**src/rtl/mult_div_unit.sv**
```systemverilog
// rtl/mult_div_unit.sv - iterative signed/unsigned multiply and divide unit
// Shift-add multiply and restoring divide on magnitudes; signs are restored in FIX.
module mult_div_unit #(
  parameter int SIZE = 32
) (
  input  logic            clk,
  input  logic            rst,
  input  logic [SIZE-1:0] A,
  input  logic [SIZE-1:0] B,
  input  logic [1:0]      op,
  input  logic            start,
  output logic            busy,
  output logic            done,
  output logic [SIZE-1:0] hi,
  output logic [SIZE-1:0] lo,
  output logic            divZero
);

  typedef enum logic [1:0] {IDLE, CALC, FIX, DONE} state_t;

  state_t r_state, w_next;

  logic [2*SIZE-1:0] r_acc;
  logic [SIZE-1:0]   r_opnd;
  logic [SIZE-1:0]   r_a_orig;
  logic              r_b_sign;
  logic [1:0]        r_op;
  logic [SIZE-1:0]   r_cnt;
  logic [SIZE-1:0]   r_hi;
  logic [SIZE-1:0]   r_lo;
  logic              r_div_zero;

  logic              w_accept;
  logic              w_last;
  logic [SIZE-1:0]   w_a_mag;
  logic [SIZE-1:0]   w_b_mag;
  logic [SIZE:0]     w_sum;
  logic [SIZE:0]     w_shift;
  logic [SIZE-1:0]   w_diff;
  logic              w_ge;
  logic [2*SIZE-1:0] w_step;
  logic              w_signed;
  logic              w_neg_res;
  logic              w_neg_rem;
  logic              w_b_zero;
  logic [2*SIZE-1:0] w_prod;
  logic [SIZE-1:0]   w_hi;
  logic [SIZE-1:0]   w_lo;

  assign w_accept = start && (r_state == IDLE || r_state == DONE);
  assign w_last   = (r_cnt == SIZE'(SIZE - 1));
  assign w_a_mag  = (!op[0] && A[SIZE-1]) ? -A : A;
  assign w_b_mag  = (!op[0] && B[SIZE-1]) ? -B : B;

  // Multiply: acc = {partial product, remaining multiplier bits}, shifted right each step.
  assign w_sum   = {1'b0, r_acc[2*SIZE-1:SIZE]} + (r_acc[0] ? {1'b0, r_opnd} : {(SIZE+1){1'b0}});
  // Divide: acc = {partial remainder, remaining dividend / quotient bits}, shifted left each step.
  assign w_shift = r_acc[2*SIZE-1:SIZE-1];
  assign w_ge    = (w_shift >= {1'b0, r_opnd});
  assign w_diff  = w_shift[SIZE-1:0] - r_opnd;
  assign w_step  = r_op[1] ? {(w_ge ? w_diff : w_shift[SIZE-1:0]), r_acc[SIZE-2:0], w_ge}
                           : {w_sum, r_acc[SIZE-1:1]};

  assign w_signed  = !r_op[0];
  assign w_neg_res = w_signed && (r_a_orig[SIZE-1] ^ r_b_sign);
  assign w_neg_rem = w_signed && r_a_orig[SIZE-1];
  assign w_b_zero  = (r_opnd == '0);
  assign w_prod    = w_neg_res ? -r_acc : r_acc;

  always_comb begin
    w_hi = w_prod[2*SIZE-1:SIZE];
    w_lo = w_prod[SIZE-1:0];
    if (r_op[1]) begin
      if (w_b_zero) begin
        w_hi = r_a_orig;
        w_lo = '1;
      end else begin
        w_hi = w_neg_rem ? -r_acc[2*SIZE-1:SIZE] : r_acc[2*SIZE-1:SIZE];
        w_lo = w_neg_res ? -r_acc[SIZE-1:0] : r_acc[SIZE-1:0];
      end
    end
  end

  always_ff @(posedge clk or posedge rst) begin
    if (rst) r_state <= IDLE;
    else     r_state <= w_next;
  end

  always_comb begin
    w_next = r_state;
    case (r_state)
      IDLE:    if (start) w_next = CALC;
      CALC:    if (w_last) w_next = FIX;
      FIX:     w_next = DONE;
      DONE:    w_next = start ? CALC : IDLE;
      default: w_next = IDLE;
    endcase
  end

  always_ff @(posedge clk or posedge rst) begin
    if (rst) begin
      r_acc      <= '0;
      r_opnd     <= '0;
      r_a_orig   <= '0;
      r_b_sign   <= 1'b0;
      r_op       <= 2'b00;
      r_cnt      <= '0;
      r_hi       <= '0;
      r_lo       <= '0;
      r_div_zero <= 1'b0;
    end else if (w_accept) begin
      r_acc      <= {{SIZE{1'b0}}, (op[1] ? w_a_mag : w_b_mag)};
      r_opnd     <= op[1] ? w_b_mag : w_a_mag;
      r_a_orig   <= A;
      r_b_sign   <= B[SIZE-1];
      r_op       <= op;
      r_cnt      <= '0;
      r_div_zero <= 1'b0;
    end else if (r_state == CALC) begin
      r_acc <= w_step;
      r_cnt <= r_cnt + SIZE'(1);
    end else if (r_state == FIX) begin
      r_hi       <= w_hi;
      r_lo       <= w_lo;
      r_div_zero <= r_op[1] && w_b_zero;
    end
  end

  assign busy    = (r_state == CALC) || (r_state == FIX);
  assign done    = (r_state == DONE);
  assign hi      = r_hi;
  assign lo      = r_lo;
  assign divZero = r_div_zero;

endmodule
```
**config.mk**
```make
export PLATFORM = sky130hd
export DESIGN_NAME = mult_div_unit
export DESIGN_NICKNAME = d
export VERILOG_FILES = /design/src/rtl/mult_div_unit.sv
export SDC_FILE = /design/constraint.sdc
export NUM_CORES = 1
export LEC_CHECK = 0
export BUFFER_PORTS_ARGS = -buffer_cell sky130_fd_sc_hd__buf_2
export CORE_MARGIN = 2
export CORE_UTILIZATION = 45
export CTS_CLUSTER_DIAMETER = 30
export CTS_CLUSTER_SIZE = 30
export DETAILED_ROUTE_END_ITERATION = 12
export SETUP_SLACK_MARGIN = 0.4
export SLEW_MARGIN = 20
export SYNTH_ARGS = -nofsm -noshare
export SYNTH_HDL_FRONTEND = slang
export SYNTH_SLANG_ARGS = --single-unit
```
**constraint.sdc**
```tcl
create_clock -name clk -period 8.97 [get_ports clk]
set_input_delay 0.4485 -clock clk [delete_from_list [all_inputs] [get_ports clk]]
set_output_delay 0.4485 -clock clk [all_outputs]
set_load 0.05 [all_outputs]
```
==> summary.md <==
| Metric | Value |
|---|---|
| Status | `finished, final reports clean` |
| Post-synth ARST share | `1.00` |
| Post-route setup TNS | `0 ps` |
| Port Buffers | `135` |
| Setup violators final | `0` |
| Critical Path, Cell by Cell | `clkinv_1 -> nor2_1 -> ha_1 -> o211ai_1 -> o211ai_1 -> a41oi_1 -> a21oi_1 -> a211oi_1 -> a311oi_1 -> xnor2_1 -> a21oi_1 -> o21ai_0` |
| Wire per inst | `21.7 um` |
| Synth Cell Area | `18100 um^2` |
| Core area | `39700 um^2` |
| Crit path max fanout | `33` |
| R2R Path End | `r_acc[60]` |
| Initial antenna violation count | `4` |
| Flop2flop setup slack | `4820 ps` |
| Post-Synth XOR/XNOR Area | `0.102` |
| CP endpoint kind | `flop` |
| Total CTS buffers | `73` |
| Sequential cell area | `5760 um^2` |
| Post-Route WL | `65.4 mm` |
| Placement Cell Area | `19000 um^2` |
| Slowest Stage Delay on Critical Path | `820 ps` |
| P per Cell Area | `452 nW/um^2` |
| Unique masters post-synth | `81` |
| Gp weighted congestion | `0.973` |
| Worst skew pair latency | `600 ps` |
| Final min period | `4150 ps` |
| Slew margin rel. | `0.289` |
| 1st-iter DRT viols | `1831` |
| Adder-Cell Fraction of Synth Area | `0.0532` |
| Initial Util | `0.457` |
| Worst setup margin | `4820 ps` |
| Root Buffer | `clkbuf_16` |
| Post-detail-place hpwl | `48.1 mm` |
| WP buf/inv | `1` |
| Largest net degree at the start of global routing | `116` |
| Worst Setup Start Kind | `flop` |
| Compound-gate portion of the synthesized area | `0.232` |
| Footprint of the multi-input gates | `11500 um^2` |
| Power, Total | `9.76 mW` |
| GRT Util Overall | `0.313` |
| Via density | `5.98` |
| Number of synthesized flops with an enable pin | `0` |
| Mux contribution to synthesized area | `0.0310` |
| Crit-path slowest cell | `clkinv_1` |
| DR DRC count | `0` |
| FF-to-FF path depth | `12` |
| Leakage Power | `9.71 nW` |
| Post-CTS Resized | `0` |
| Yosys reg bits | `230` |
| Clock-pin slew of the registers on the worst-case setup and hold paths | `40 ps` |
| Synthesized area per cell | `7.66 um^2` |
| Bufs on Longest Clock Path | `3` |
| Most common cell after layout, fill and taps aside | `nand2_1` |
| Register area share after synthesis | `0.317` |
| Synth Flop Type | `dfrtp_1` |
| Final setup skew | `29.9 ps` |
| CP delay by family, top | `compound AO/OA/AOI/OAI gates` |
| VDD IR max | `197 uV` |
| CP required | `9430 ps` |
| YS warnings | `0` |
| Die Footprint | `41900 um^2` |
| Max-Cap Viols | `0` |
| # clock sinks | `230` |
| Cell Rows | `73` |
| Hold violation total from the final report | `0` |
| Die width | `205 um` |
| Largest family of logic cells by synthesized area | `compound AO/OA/AOI/OAI gates` |
| Vias in the first global route | `17.4k` |
| Via count | `18.1k` |
| Leading cell types in the layout, fill and taps excluded | `nand2_1, nor2_1, o21ai_0, dfrtp_1, a21oi_1` |
| CTS tree | `yes` |
| Post-Syn Instances | `2367` |
| Grt ovf | `0` |
| Final #Nets | `2580` |
| Syn_nets | `2512` |
| Max Slew Vio Count | `0` |
| Period utilization | `0.463` |
| Area grow syn2layout | `19.0%` |
| Critical path class | `reg2reg` |
| Pre-antenna DRT Iters | `6` |
| Fmax | `241 MHz` |
| FILL cells | `3769` |
| Routed Antenna Nets | `0` |
| Total setup buffers inserted after CTS | `0` |
| Io pins | `136` |
| CTS H-tree lvls | `3` |
| Hold_buf cts | `0` |
| Post-Synth Simple-Gate Area | `0.215` |
| Share of post-route cells with drive strength above 1 | `0.129` |
| Pre-CTS setup slack | `5040 ps` |
| Worst r2r src | `r_acc[0]` |
| Die span in y | `205 um` |
| Final instance area | `21600 um^2` |
| Worst-margin pin slew | `1060 ps` |
| Worst min path class | `in2async` |
| Crit path DAT | `4620 ps` |
| RSZ-0062 raised after global routing | `no` |
| First-pass GRT wire length | `101 mm` |
-- kinds of logic (layout without fill, tap and decap cells) --
family | after synthesis | count (layout)
xor gates and xnor gates | 212 | 212
adders and majority gates | 76 | 76
DFF | 230 | 230
AOI/OAI and AO/OA | 703 | 703
other | 0 | 2
buffers and inverters | 234 | 361
muxes | 55 | 55
and+or+nand+nor | 857 | 857
-- how the worst max path moves through the flow --
stage               startpoint         to  cells after the start
floorplan                  rst    divZero                      1
global placement      r_acc[0]      hi[8]                     12
detailed placement    r_acc[0]      hi[8]                     12
CTS                   r_acc[0]      hi[8]                     12
global route          r_acc[0]  r_acc[60]                     12
finish                r_acc[0]  r_acc[60]                     12
-- routing by layer --
metal | global-route usage | wire length, um | up-vias
li1 | - | - | 8522
met1 | 0.426 | 28400 | 8577
met2 | 0.483 | 29200 | 785
met3 | 0.0609 | 5250 | 168
met4 | 0.134 | 2500 | 4
met5 | 0 | 27 | -
-- flip-flops by register name (all words and copies together) (netlist names) --
register,cells
divZero,1
lo,32
r_state,2
r_cnt,32
r_a_orig,32
r_opnd,32
r_op,2
hi,32
r_b_sign,1
r_acc,64
-- synthesized netlist by cell type (5+ instances only) --
cell         n  area (um^2)
nand2_1    339         1270
nor2_1     261          980
o21ai_0    250         1250
dfrtp_1    230         5760
a21oi_1    202         1010
clkbuf_1   135          507
xnor2_1    124         1090
xor2_1      88          771
ha_1        74          926
inv_1       74          278
o211ai_1    58          435
nor3_1      46          230
mux2i_1     45          450
nand3_1     37          185
nor4_1      34          213
a31oi_1     28          175
a211oi_1    26          195
a21o_1      26          195
nand4_1     22          138
and3_1      18          113
and2_1      17          106
o31ai_1     17          128
buf_1       15         56.3
nand2b_1    15         93.8
nor2b_1     13         81.3
mux2_2      10          113
or4_1       10         75.1
nor3b_1      9         67.6
o21a_1       9         67.6
o41ai_1      9         78.8
or3_1        9         56.3
a22oi_1      7         52.6
o21ai_1      7         35.0
o21bai_1     7         52.6
a41oi_1      6         52.6
buf_2        6         30.0
a2111oi_0    5         43.8
-- stage by stage --
step            util  hold slack [ps]  std cells
2_1_floorplan      -              440       2367
3_3_place_gp   0.479              454       2885
3_5_place_dp   0.479              453       2885
4_1_cts        0.543             51.2       3019
5_1_grt        0.543              101       3019
6_report       0.543             20.7       3021
-- where the power goes --
part | internal, mW | switching (mW) | total, mW
logic | 2.04 | 2.99 | 5.03
registers | 1.41 | 0.699 | 2.11
clock network | 1.82 | 0.798 | 2.62
total | 5.27 | 4.48 | 9.76
-- area by class of cell --
| type | count | share of cell area |
|---|---|---|
| sequential | 230 | 0.267 |
| clock buffer | 93 | 0.0955 |
| timing repair buffer | 152 | 0.0373 |
| tap | 525 | 0.0304 |
| antenna | 2 | 0.000232 |
| multi-input combinational | 1903 | 0.534 |
| inverter | 75 | 0.0134 |
| clock inverter | 41 | 0.0229 |
-- worst register-to-register path: stages, from the launching register on --
cell      delay [ps]
dfrtp_1          400
clkinv_1         820
nor2_1           350
ha_1             320
o211ai_1         230
o211ai_1         180
a41oi_1          360
a21oi_1          250
a211oi_1         530
a311oi_1         210
xnor2_1          170
a21oi_1          140
o21ai_0           90
Note: power is estimated with default switching activity, not from simulation.
